===== src/rtl/debounce_pkg.sv =====
// Shared definitions for the button conditioning stage and the counter it feeds.
// Holds the debounce FSM encoding and the default timing parameters.
package debounce_pkg;

    typedef enum logic [1:0] {
        IDLE_LOW  = 2'b00,
        WAIT_HIGH = 2'b01,
        IDLE_HIGH = 2'b10,
        WAIT_LOW  = 2'b11
    } state_t;

    localparam int DEFAULT_SYNC_STAGES     = 2;
    localparam int DEFAULT_DEBOUNCE_CYCLES = 4;

endpackage


===== src/rtl/debounce_pulse_sync_chain.sv =====
// Multi-flop synchroniser bringing the raw asynchronous line into the clk domain.
// Only the last stage is visible; earlier stages give metastability time to settle.
module sync_chain #(
    parameter int STAGES = 2
) (
    input  logic clk,
    input  logic rst_n,
    input  logic d,
    output logic s
);

    logic [STAGES-1:0] chain;

    always_ff @(posedge clk) begin
        if (!rst_n) begin
            chain <= '0;
        end else begin
            chain <= {chain[STAGES-2:0], d};
        end
    end

    assign s = chain[STAGES-1];

endmodule


===== src/rtl/debounce_pulse.sv =====
// Debouncer producing a clean level and one-cycle edge pulses from a bouncy input.
// rise_pulse serves as the count enable of the downstream counter.
module debounce_pulse
    import debounce_pkg::*;
#(
    parameter int SYNC_STAGES     = DEFAULT_SYNC_STAGES,
    parameter int DEBOUNCE_CYCLES = DEFAULT_DEBOUNCE_CYCLES
) (
    input  logic clk,
    input  logic rst_n,
    input  logic btn_in,
    output logic btn_level,
    output logic rise_pulse,
    output logic fall_pulse,
    output logic busy
);

    localparam int CNT_W = $clog2(DEBOUNCE_CYCLES + 1);
    localparam logic [CNT_W-1:0] CNT_MAX = CNT_W'(DEBOUNCE_CYCLES);

    logic             s;
    state_t           state;
    state_t           state_next;
    logic [CNT_W-1:0] cnt;
    logic [CNT_W-1:0] cnt_next;
    logic             level_next;
    logic             rise_next;
    logic             fall_next;
    logic             busy_next;

    sync_chain #(
        .STAGES (SYNC_STAGES)
    ) u_sync (
        .clk   (clk),
        .rst_n (rst_n),
        .d     (btn_in),
        .s     (s)
    );

    always_ff @(posedge clk) begin
        if (!rst_n) begin
            state      <= IDLE_LOW;
            cnt        <= '0;
            btn_level  <= 1'b0;
            rise_pulse <= 1'b0;
            fall_pulse <= 1'b0;
            busy       <= 1'b0;
        end else begin
            state      <= state_next;
            cnt        <= cnt_next;
            btn_level  <= level_next;
            rise_pulse <= rise_next;
            fall_pulse <= fall_next;
            busy       <= busy_next;
        end
    end

    // A candidate level must be seen on D+1 consecutive samples; any bounce drops back to idle.
    always_comb begin
        state_next = state;
        cnt_next   = cnt;
        level_next = btn_level;
        rise_next  = 1'b0;
        fall_next  = 1'b0;
        unique case (state)
            IDLE_LOW: begin
                if (s) begin
                    state_next = WAIT_HIGH;
                    cnt_next   = CNT_W'(1);
                end
            end
            WAIT_HIGH: begin
                if (!s) begin
                    state_next = IDLE_LOW;
                    cnt_next   = '0;
                end else if (cnt == CNT_MAX) begin
                    state_next = IDLE_HIGH;
                    cnt_next   = '0;
                    level_next = 1'b1;
                    rise_next  = 1'b1;
                end else begin
                    cnt_next = cnt + CNT_W'(1);
                end
            end
            IDLE_HIGH: begin
                if (!s) begin
                    state_next = WAIT_LOW;
                    cnt_next   = CNT_W'(1);
                end
            end
            WAIT_LOW: begin
                if (s) begin
                    state_next = IDLE_HIGH;
                    cnt_next   = '0;
                end else if (cnt == CNT_MAX) begin
                    state_next = IDLE_LOW;
                    cnt_next   = '0;
                    level_next = 1'b0;
                    fall_next  = 1'b1;
                end else begin
                    cnt_next = cnt + CNT_W'(1);
                end
            end
            default: begin
                state_next = IDLE_LOW;
                cnt_next   = '0;
                level_next = 1'b0;
            end
        endcase
        busy_next = (state_next == WAIT_HIGH) || (state_next == WAIT_LOW);
    end

endmodule


===== config.mk =====
export PLATFORM = sky130hd
export DESIGN_NAME = debounce_pulse
export DESIGN_NICKNAME = d
export VERILOG_FILES = /design/src/rtl/debounce_pkg.sv /design/src/rtl/debounce_pulse_sync_chain.sv /design/src/rtl/debounce_pulse.sv
export SDC_FILE = /design/constraint.sdc
export NUM_CORES = 1
export LEC_CHECK = 0
export BUFFER_PORTS_ARGS = -buffer_cell sky130_fd_sc_hd__buf_2
export CAP_MARGIN = 20
export CELL_PAD_IN_SITES_DETAIL_PLACEMENT = 0
export CELL_PAD_IN_SITES_GLOBAL_PLACEMENT = 1
export CORE_AREA = 2 2 39 41
export DETAILED_ROUTE_END_ITERATION = 6
export DIE_AREA = 0 0 41 43
export PLACE_DENSITY = 0.67
export SYNTH_ARGS = -nofsm -noshare
export SYNTH_HDL_FRONTEND = slang
export SYNTH_HIERARCHICAL = 1
export SYNTH_SLANG_ARGS = --single-unit

===== constraint.sdc =====
create_clock -name clk -period 1.1 [get_ports clk]
set_input_delay 0 -clock clk [delete_from_list [all_inputs] [get_ports clk]]
set_output_delay 0 -clock clk [all_outputs]
set_load 0.05 [all_outputs]

* Word-level counts from Yosys, hierarchy flattened
Index checks and enable logic that the tools add are counted.
Word-level totals: register bits 11, input port bits 3, output and inout bits 4, logic and storage cells 48
Cells by class: $add $sub $neg 1, eq/ne operators 12, muxes and demuxes 19, bitwise operators 2, reductions and logical operators 7
Operator list (count):
- $mux 3 | 5
- $mux 2 | 6
- $pmux 3 s4 | 1
- $ne 2x2->1 const B | 4
- $pmux 2 s4 | 1
- $eq 2x2->1 const B | 3
- $mux 1 | 5
- $reduce_and 5->1 | 1
- $eq 2x1->1 const B | 2
- $ne 2x1->1 const B | 2
- $add 3x1->3 const B | 1
- $eq 3x3->1 const B | 1
- $reduce_and 3->1 | 1
- $reduce_or 3->1 | 1
- $logic_not 2->1 | 1
- $not 1->1 | 2
- $pmux 1 s2 | 1
- $reduce_and 2->1 | 1
- $reduce_bool 2->1 | 1
- $logic_or 1x1->1 | 1

* Depth between registers and ports, before layout
Gate-level depths: netlist of the first run.
word-level depth 6, mapped depth 5, mapped depth without buffers 5

* Hierarchy
Netlist of the first run, hierarchy kept.
Modules (own cells, without submodules):
- debounce_pulse | instances 1, cells an instance 37, area each 369.1 um2
- sync_chain | instances 1, cells an instance 4, area each 52.6 um2

* Worst setup path before layout of the first run
No wires, ideal clock.
kind register to register, from register state[0], to register btn_level, setup time 0.076 ns, data arrival time 1.379 ns, data required time 1.024 ns, setup slack -0.355 ns, cell stages (with the launch flop) 5, path buffers 1, clock period less this slack 1.455 ns, cells stage by stage dfxtp_1 buf_2 a41oi_1 or2_2 a21boi_0
Between the ends: longest elaborated chain between the ends 3, elaborated cells between the ends (all ways) 9, classes of those cells 6 x eq/ne; 1 x mux; 2 x reduce/logical
Ends and longest elaborated chain:
- from (decl) | line debounce_pulse.sv:22 | state_t state;
- from (signal assigned) | line debounce_pulse.sv:49 | state <= state_next;
- $eq 2x1->1 / $eq 2x2->1 (equally long branches) | line debounce_pulse.sv:65 | unique case (state)
- $ne 2x1->1 (no line), or another cell as far along
- $reduce_and 5->1 (no line)
- to (signal assigned) | line debounce_pulse.sv:51 | btn_level <= level_next;
- to (decl) | line debounce_pulse.sv:12 | output logic btn_level,
Parallel ways exist; a longest one is shown, timed or not. A chain may end at the register's enable or synchronous reset.

* Worst setup path after layout of the first run
from register cnt[1], to register cnt[2]
Between the ends: longest elaborated chain between the ends 4, elaborated cells between the ends (all ways) 6, classes of those cells 1 x add/sub; 1 x eq/ne; 4 x mux
Ends and longest elaborated chain:
- from (decl) | line debounce_pulse.sv:24 | logic [CNT_W-1:0] cnt;
- from (signal assigned) | line debounce_pulse.sv:50 | cnt <= cnt_next;
- $add 3x1->3 / $eq 3x3->1 (equally long branches)
- $mux 3 (*) | line debounce_pulse.sv:76, debounce_pulse.sv:95
- $mux 3, on equally long branches | line debounce_pulse.sv:92, debounce_pulse.sv:73
- $pmux 3 s4 (*) | line debounce_pulse.sv:65
Mark *: on every way between the ends. The rest lies on a longest branch, timed or not.

==> results.tsv, run 1 <==
stage	metric	value	unit
synthesis	net count after synthesis	46	
power_and_ir_drop	PwrDens	1230	nW/um^2
final_layout	post-route cell area	572	um^2
worst_setup_path	WS Path Type	reg -> reg	
final_layout	commonest non-fill, non-tap cell in the layout	buf_2	
floorplanning	Die Y-Extent	43	um
worst_setup_path	crit-path cells	inv_2 > ha_4 > nor2_1 > and4_1 > o31a_1	
timing	unrepaired setup endpoints after global routing	yes	
synthesis	Yosys cell types	24	
worst_setup_path	Worst Setup Start Kind	flip-flop	
worst_setup_path	max incr delay on CP	0.32	ns
place	placed cell area	515	um^2
grt	first-pass GRT wire length	1.30	mm
place	number of port buffers	6	
grt	number of global-route vias before repair	336	
timing	Final min period	1.11	ns
synthesis	Mapped Avg Cell Area	10.3	um^2
power_and_ir_drop	Power, Total	0.704	mW
route	initial drt markers	1	
timing	Sum Neg Setup Slack	-0.0135	ns
clock_network	clock slew at reported path FFs	0.06	ns
status	status	finished, violations left	
timing	PnR worst setup slack	-0.0135	ns
route	first drt pass iteration count	3	
final_layout	post-layout util	41.3	%
floorplanning	standard cell core area	1380	um^2
timing	Slew Limit Fails	0	
grt	GR Util All Layers	11.4	%
clock_network	H-tree depth	1	
worst_setup_path	CP Max Fanout	5	
clock_network	clock root buffer	clkbuf_4	
floorplanning	die outline width	41	um
grt	grt total ovfl	0	
floorplanning	Ports	7	
synthesis	Synth Flop Type	dfxtp_1	
worst_setup_path	Worst path slowest cell	dfxtp_2	
place	DP Wirelength	537	um
final_layout	area growth from synthesis to layout	35.6	%
timing	period utilisation layout	101	%
flow_run	max-cap violations	0	
place	routability cong.	0.637	
worst_setup_path	crit path DAT	1.27	ns
synthesis	Post-synth EDFFs	0	
final_layout	Final nets	61	
timing	Hold WS	0.0380	ns
grt	largest net degree at the start of global routing	11	
grt	initial antenna violation count	0	
route	vias	341	
route	Wirelength per Cell	10.5	um
synthesis	Synth Cell Area	422	um^2
synthesis	#FFs+latches synth	10	
synthesis	Warnings, synthesis	6	
timing	Worst Tran Pin Value	0.248	ns
floorplanning	starting density of the core	30.5	%
synthesis	Async SR Flop Fraction	0	%
power_and_ir_drop	VDD IR max	0.681	mV
timing	setup violators final	1	
timing	Clock Skew	0.00663	ns
route	# DRC	0	
final_layout	n_diodes	0	
final_layout	most frequent cells in the layout	buf_2 (6), dfxtp_2 (4), dfxtp_1 (4), buf_4 (4)	
route	vias per cell	4.80	
timing	worst rel slew slack	83.6	%
clock_network	CTS Sinks	10	
final_layout	share of post-route cells with drive strength above 1	49.1	%
route	Total Wirelength	742	um
clock_network	TritonCTS Buffers	3	
clock_network	CTS tree	built	
floorplanning	row count	14	
timing	fmax	898	MHz
clock_network	clock buffer depth	2	
synthesis	Syn Inst Count	41	
worst_setup_path	CP Capture Type	flip-flop	
power_and_ir_drop	leakage power figure	0.253	nW
route	Post-DRT Antenna Nets	0	
clock_network	Clock Latency Late Sink	0.26	ns
timing	Final Hold Fails	0	
synthesis	sequential fraction of the synthesis area	47.5	%
status	violated checks	setup timing	
floorplanning	total die area	1760	um^2
hold_path	hold crit path type	in -> reg	
worst_setup_path	Critical Path RT	1.25	ns
==> final timing paths <==
| path | from | end | slack, ns | cells past startpoint |
|---|---|---|---|---|
| worst max register to register | cnt[1] | cnt[2] | -0.01 | 5 |
| worst min-delay path | rst_n | cnt[2] | 0.04 | 2 |
| worst max-delay path | cnt[1] | cnt[2] | -0.01 | 5 |
| worst min register to register | u_sync/chain[0] | u_sync/chain[1] | 0.43 | 1 |
==> power breakdown <==
part	leakage [nW]	switching (mW)	internal, mW	total [mW]
clock	0.0150	0.116	0.140	0.255
combinational	0.153	0.0364	0.0327	0.0691
sequential	0.0846	0.00940	0.370	0.380
total	0.253	0.161	0.543	0.704
==> flip-flops by register name (all words and copies together), names as in the netlist <==
name / cells
state: 2
btn_level: 1
u_sync/chain: 2
rise_pulse: 1
cnt: 3
fall_pulse: 1
==> critical path: cells and delay by family (launching register included) <==
family                   cells  cell delay, ns
AO/OA/AOI/OAI                1            0.26
AND/OR/NAND/NOR              2            0.20
adder cells (fa/ha/maj)      1            0.15
buffers and inverters        1            0.07
flip-flops                   1            0.32
==> cells by family (layout without fill, tap and decap cells) <==
logic type | count (synthesis) | count (layout) | share of synthesized area, %
AOI/OAI and AO/OA | 7 | 7 | 11.3
xor gates and xnor gates | 1 | 1 | 3.86
adders and majority gates | 2 | 2 | 5.93
buffers and inverters | 3 | 17 | 2.97
DFF | 10 | 10 | 47.5
muxes | 1 | 1 | 2.37
and+or+nand+nor | 17 | 17 | 26.1
==> cell usage after synthesis, types with 2 or more instances <==
library cell | n | share of area (%)
dfxtp_1 | 10 | 47
nor3b_1 | 3 | 5.3
and2_1 | 2 | 3.0
and3_2 | 2 | 3.6
ha_1 | 2 | 5.9
inv_1 | 2 | 1.8
nand2_1 | 2 | 1.8
o21ai_0 | 2 | 2.4
==> cell type report <==
type,count,area (um^2)
clock buffer,4,26.3
sequential,10,213
tap,16,20.0
multi-input combinational,28,235
timing repair buffer,11,70.1
inverter,2,7.51
fill,145,812
==> repair_timing <==
item / 4_1_cts / 5_1_grt
hold endpoints to repair: 1 / 0
setup buffers: 0 / 0
endpoints found under the setup margin: 2 / 5
gates resized for setup: 3 / 3
pin swaps: 3 / 2
hold buffers: 1 / 0
==> stage by stage <==
step           setup WS, ns  std cells
3_3_place_gp        -0.0427         66
3_5_place_dp        -0.0444         66
4_1_cts             -0.0185         71
5_1_grt             -0.0473         71
2_1_floorplan      0.000357         41
6_report            -0.0135         71
==> routing by layer <==
layer  GRT usage, %  part of all wire, %
met3           7.85                  6.7
met1           11.1                   42
met5              0                    0
met4           4.00                 0.54
met2           18.1                   50
Note: power is estimated with default switching activity, not from simulation.
==> run 2, diff against run 1 <==
==> constraint.sdc (replaced) <==
create_clock -name clk -period 1.1 [get_ports clk]
set_input_delay 0 -clock clk [delete_from_list [all_inputs] [get_ports clk]]
set_output_delay 0 -clock clk [all_outputs]
set_load 0.02 [all_outputs]
==> results.tsv, run 2 (same netlist as run 1, synthesis figures left out) <==
stage	metric	value	unit
power_and_ir_drop	Logic pwr share	7.7	%
final_layout	most frequent cells in the layout	buf_2 (6), dfxtp_1 (5), dfxtp_2 (4)	
grt	number of global-route vias before repair	310	
status	status	finished, violations left	
timing	Slew Limit Fails	0	
floorplanning	die outline width	41	um
hold_path	hold crit path type	in -> reg	
route	Post-DRT Antenna Nets	0	
clock_network	clock buffer depth	2	
worst_setup_path	CP Max Fanout	7	
power_and_ir_drop	VDD IR max	0.690	mV
worst_setup_path	CP Capture Type	flip-flop	
worst_setup_path	crit path DAT	1.30	ns
power_and_ir_drop	Power, Total	0.770	mW
clock_network	H-tree depth	1	
grt	initial antenna violation count	0	
floorplanning	Die Y-Extent	43	um
timing	setup violators final	2	
timing	Final min period	1.14	ns
final_layout	share of post-route cells with drive strength above 1	51.9	%
floorplanning	total die area	1760	um^2
route	first drt pass iteration count	1	
clock_network	CTS tree	built	
place	DP Wirelength	493	um
place	routability cong.	0.633	
route	Wirelength per Cell	11.1	um
timing	Hold WS	0.0241	ns
grt	grt total ovfl	0	
hold_path	Hold Startpoint	rst_n	
timing	worst rel slew slack	85.7	%
timing	period utilisation layout	103	%
clock_network	Clock Latency Late Sink	0.27	ns
final_layout	fill count	135	
route	vias	332	
clock_network	TritonCTS Buffers	3	
worst_setup_path	FF-to-FF Start	u_sync/chain[1]	
grt	first-pass GRT wire length	1.24	mm
route	Total Wirelength	775	um
final_layout	n_diodes	0	
final_layout	area growth from synthesis to layout	37.4	%
floorplanning	Ports	7	
final_layout	Largest register FFs	3	
power_and_ir_drop	PwrDens	1330	nW/um^2
grt	largest net degree at the start of global routing	11	
hold_path	Min-Delay Path Depth	2	
timing	Clock Skew	0.00824	ns
timing	fmax	881	MHz
worst_setup_path	WS Path Type	reg -> reg	
power_and_ir_drop	net switching fraction of the power	21.9	%
route	initial drt markers	0	
power_and_ir_drop	clock power share	43.0	%
power_and_ir_drop	Int Pwr	0.601	mW
timing	Worst Tran Pin Value	0.213	ns
final_layout	Biggest register	cnt	
power_and_ir_drop	sw power	0.169	mW
flow_run	max-cap violations	0	
route	vias per cell	4.74	
worst_setup_path	crit path launch	u_sync/chain[1]	
timing	PnR worst setup slack	-0.0353	ns
grt	GR Util All Layers	11.2	%
worst_setup_path	Reg2Reg Depth	3	
timing	unrepaired setup endpoints after global routing	yes	
floorplanning	row count	14	
final_layout	commonest non-fill, non-tap cell in the layout	buf_2	
worst_setup_path	Critical Path RT	1.27	ns
power_and_ir_drop	leakage power figure	0.253	nW
floorplanning	starting density of the core	30.5	%
place	dpl ws	-0.0424	ns
floorplanning	standard cell core area	1380	um^2
place	number of port buffers	6	
timing	Final Hold Fails	0	
final_layout	post-route cell area	579	um^2
place	placed cell area	497	um^2
status	violated checks	setup timing	
timing	Sum Neg Setup Slack	-0.0451	ns
clock_network	CTS Sinks	10	
clock_network	clock root buffer	clkbuf_4	
clock_network	clock slew at reported path FFs	0.07	ns
power_and_ir_drop	Reg power frac	49.3	%
worst_setup_path	Worst Setup Start Kind	flip-flop	
final_layout	Final nets	60	
final_layout	top flop regs	cnt x3, state x2, u_sync/chain x2	
route	# DRC	0	
==> run 2: path summary, 6_finish.rpt <==
kind	end	slack [ns]
max	cnt[2]	-0.04
min	cnt[2]	0.02
max reg2reg	cnt[2]	-0.04
min reg2reg	u_sync/chain[1]	0.43
==> run 2: layout make-up <==
| type | instances | area (um^2) | share of cell area, % |
|---|---|---|---|
| Clock buffer | 4 | 36.3 | 6.26 |
| Inverter | 2 | 7.51 | 1.30 |
| Multi-Input combinational cell | 28 | 244 | 42.1 |
| Sequential cell | 10 | 209 | 36.1 |
| Tap cell | 16 | 20.0 | 3.46 |
| Timing Repair Buffer | 10 | 62.6 | 10.8 |
==> run 2: power by group through the flow <==
stage | Sequential, mW | Combinational [mW] | Clock [mW]
after floorplan | 0.393 | 0.0264 | 0
after global placement | 0.389 | 0.0475 | 0
after detailed placement | 0.389 | 0.0487 | 0
after CTS | 0.382 | 0.0547 | 0.341
after global routing | 0.381 | 0.0657 | 0.363
final | 0.380 | 0.0589 | 0.331
==> run 2: timing repair <==
action                     4_1_cts  5_1_grt
pin swaps                        3        4
gates resized for setup          6        4
setup buffers                    1        0
hold endpoints to repair         1        0
hold buffers                     1        0
setup endpoints to repair        2        3
==> run 2: metrics by stage <==
| stage | cells | utilization, % |
|---|---|---|
| 2_1_floorplan | 41 | - |
| 5_1_grt | 70 | 41.9 |
| 6_report | 70 | 41.9 |
| 3_5_place_dp | 64 | 35.9 |
| 3_3_place_gp | 64 | 35.9 |
| 4_1_cts | 70 | 41.0 |
==> run 2: worst max-delay path, stage by stage (launching register included) <==
cell     delay [ns]
dfxtp_2        0.35
xor2_4         0.20
and4b_2        0.23
o31a_1         0.26
==> run 2: metal layers <==
layer  vias to the layer above  part of all wire [%]  track usage [%]
li1                        172                     -                -
met3                         0                   7.0             9.42
met4                         0                     0             2.00
met1                       151                    48             12.8
met2                         9                    45             15.9
met5                         -                     0                0
==> run 3, diff against run 2 <==
--- a/config.mk
+++ b/config.mk
@@ -5,13 +5,15 @@
 export SDC_FILE = /design/constraint.sdc
 export NUM_CORES = 1
 export LEC_CHECK = 0
+export ABC_AREA = 1
+export ABC_CLOCK_PERIOD_IN_PS = 1100
 export BUFFER_PORTS_ARGS = -buffer_cell sky130_fd_sc_hd__buf_2
 export CAP_MARGIN = 20
 export CELL_PAD_IN_SITES_DETAIL_PLACEMENT = 0
 export CELL_PAD_IN_SITES_GLOBAL_PLACEMENT = 1
-export CORE_AREA = 2 2 39 41
+export CORE_AREA = 2 2 40 42
 export DETAILED_ROUTE_END_ITERATION = 6
-export DIE_AREA = 0 0 41 43
+export DIE_AREA = 0 0 42 44
 export PLACE_DENSITY = 0.67
 export SYNTH_ARGS = -nofsm -noshare
 export SYNTH_HDL_FRONTEND = slang
==> results.tsv, run 3 <==
stage	metric	value	unit
synthesis	Post-Synth Simple-Gate Area	31.6	%
final_layout	area growth from synthesis to layout	36.7	%
worst_setup_path	crit-path cells	inv_2 > ha_4 > nand2_4 > nor2_4 > inv_2 > nor2_2 > nor2_1 > nor2_2	
grt	GR Util All Layers	9.72	%
place	number of port buffers	6	
clock_network	Clock Latency Late Sink	0.27	ns
route	first drt pass iteration count	3	
synthesis	Synth Cell Area	419	um^2
route	initial drt markers	8	
synthesis	largest family of logic cells by synthesized area	simple AND/OR/NAND/NOR gates	
synthesis	Yosys top cell area share	47.8	%
power_and_ir_drop	VDD IR max	0.650	mV
grt	largest net degree at the start of global routing	10	
power_and_ir_drop	leakage power figure	0.278	nW
timing	fmax	949	MHz
timing	unrepaired setup endpoints after global routing	yes	
synthesis	Synth area leaders	dfxtp_1 (48%), nand2_1 (9.9%), inv_1 (7.2%), ha_1 (6.0%), nor2_1 (5.4%)	
timing	Sum Neg Setup Slack	0	ns
worst_setup_path	CP Capture Type	flip-flop	
synthesis	Yosys cell types	16	
clock_network	clock slew at reported path FFs	0.07	ns
worst_setup_path	max incr delay on CP	0.32	ns
floorplanning	die outline width	42	um
floorplanning	standard cell core area	1420	um^2
place	routability cong.	0.711	
final_layout	commonest non-fill, non-tap cell in the layout	nand2_1	
floorplanning	starting density of the core	29.5	%
route	Total Wirelength	760	um
final_layout	most frequent cells in the layout	nand2_1 (10), dfxtp_1 (8), inv_1 (6), nor2_1 (6), buf_2 (6)	
status	status	complete, no violations	
final_layout	Largest register FFs	3	
synthesis	Mapped Avg Cell Area	7.76	um^2
final_layout	n_diodes	0	
route	Post-DRT Antenna Nets	0	
place	Post-Place Cells	79	
worst_setup_path	Critical Path RT	1.31	ns
route	Wirelength per Cell	8.94	um
grt	grt total ovfl	0	
final_layout	share of post-route cells with drive strength above 1	39.1	%
timing	setup violators final	0	
clock_network	H-tree depth	1	
power_and_ir_drop	PwrDens	1310	nW/um^2
clock_network	clock buffer depth	2	
power_and_ir_drop	Power, Total	0.749	mW
grt	first-pass GRT wire length	1.26	mm
synthesis	Syn Inst Count	54	
floorplanning	total die area	1850	um^2
synthesis	Async SR Flop Fraction	0	%
final_layout	Final Non-Filler Cells	85	
route	vias per cell	4.21	
worst_setup_path	crit path DAT	1.27	ns
worst_setup_path	Worst Setup Start Kind	flip-flop	
timing	Final Hold Fails	0	
timing	Clock Skew	0.00177	ns
synthesis	Synth Flop Type	dfxtp_1	
synthesis	net count after synthesis	59	
final_layout	post-layout util	40.4	%
final_layout	top flop regs	cnt x3, state x2, u_sync/chain x2	
grt	initial antenna violation count	0	
worst_setup_path	Buf+Inv Stages, Crit Path	2	
synthesis	#FFs+latches synth	10	
clock_network	clock root buffer	clkbuf_4	
worst_setup_path	Reg2Reg Depth	8	
synthesis	Warnings, synthesis	6	
synthesis	post-synthesis xor/xnor area fraction	2.09	%
timing	Worst Tran Pin Value	0.183	ns
synthesis	Synth area leader	dfxtp_1	
floorplanning	Ports	7	
worst_setup_path	Worst path slowest cell	dfxtp_2	
synthesis	most common cell in the synthesized netlist	nand2_1	
route	vias	358	
grt	number of global-route vias before repair	323	
clock_network	CTS tree	built	
synthesis	Adder-Cell Fraction of Synth Area	5.97	%
timing	period utilisation layout	95.8	%
route	# DRC	0	
synthesis	most frequent cells after synthesis	nand2_1 (11), dfxtp_1 (10), inv_1 (8)	
flow_run	max-cap violations	0	
worst_setup_path	CP Max Fanout	5	
hold_path	Min-Delay Path Depth	3	
final_layout	Final nets	75	
floorplanning	Die Y-Extent	44	um
synthesis	Post-synth EDFFs	0	
synthesis	sequential fraction of the synthesis area	47.8	%
timing	worst rel slew slack	87.8	%
worst_setup_path	WS Path Type	reg -> reg	
floorplanning	row count	14	
final_layout	Biggest register	cnt	
clock_network	CTS Sinks	10	
hold_path	hold crit path type	in -> reg	
clock_network	TritonCTS Buffers	3	
synthesis	Compound-Gate Fraction of Synth Area	3.58	%
place	DP Wirelength	544	um
synthesis	multiplexer share of the synthesized area	0	%
timing	Slew Limit Fails	0	
worst_setup_path	delay-heaviest family, CP	simple AND/OR/NAND/NOR gates	
worst_setup_path	Stages on worst setup path	8	
timing	Final min period	1.05	ns
[run 3: cell families after synthesis]
family	Yosys count
and+or+nand+nor	28
AOI/OAI and AO/OA	3
DFF	10
buffers and inverters	10
adders and majority gates	2
xor gates and xnor gates	1
[run 3: what timing repair did]
item / CTS / global route
setup buffers: 0 / 1
hold buffers: 1 / 0
hold endpoints to repair: 1 / 0
setup endpoints to repair: 1 / 5
resized for setup: 1 / 8
pin swaps: 0 / 2
[run 3: path summary, 6_finish.rpt]
check | startpoint | to | slack [ns]
hold / removal | rst_n | u_sync/chain[1] | 0.03
setup reg to reg | cnt[1] | btn_level | 0.05
hold reg to reg | u_sync/chain[0] | u_sync/chain[1] | 0.42
setup / recovery | cnt[1] | btn_level | 0.05
[run 3: routing by layer]
| layer | routed length [um] | track usage [%] | vias up |
|---|---|---|---|
| met5 | 0 | 0 | - |
| met1 | 351 | 10.7 | 152 |
| li1 | - | - | 195 |
| met3 | 23 | 3.75 | 3 |
| met2 | 364 | 14.1 | 8 |
| met4 | 21 | 9.68 | 0 |
[run 3: final cells by class]
class	count	area, um^2
flip-flops and latches	10	203
inverters	10	37.5
well taps	16	20.0
clock buffers	4	36.3
fillers	150	846
multi-input cells	34	206
repair buffers	11	70.1
[run 3: worst register-to-register path, cell delays in order (launching register included)]
cell     delay (ns)
dfxtp_2        0.32
inv_2          0.06
ha_4           0.14
nand2_4        0.06
nor2_4         0.17
inv_2          0.07
nor2_2         0.07
nor2_1         0.05
nor2_2         0.06
[run 3: where the power goes]
part	internal (mW)	total, mW	switching (mW)
clock	0.201	0.333	0.132
combinational	0.0190	0.0445	0.0254
sequential	0.369	0.372	0.00316
[run 3: through the flow]
stage	setup slack (ns)	hold slack [ns]	area (um^2)
after detailed placement	0.00483	0.187	492
after CTS	0.0169	0.0276	541
after floorplan	0.0341	0.0935	419
after global routing	-0.0269	0.0529	573
final	0.0467	0.0312	573
after global placement	-0.000142	0.180	492
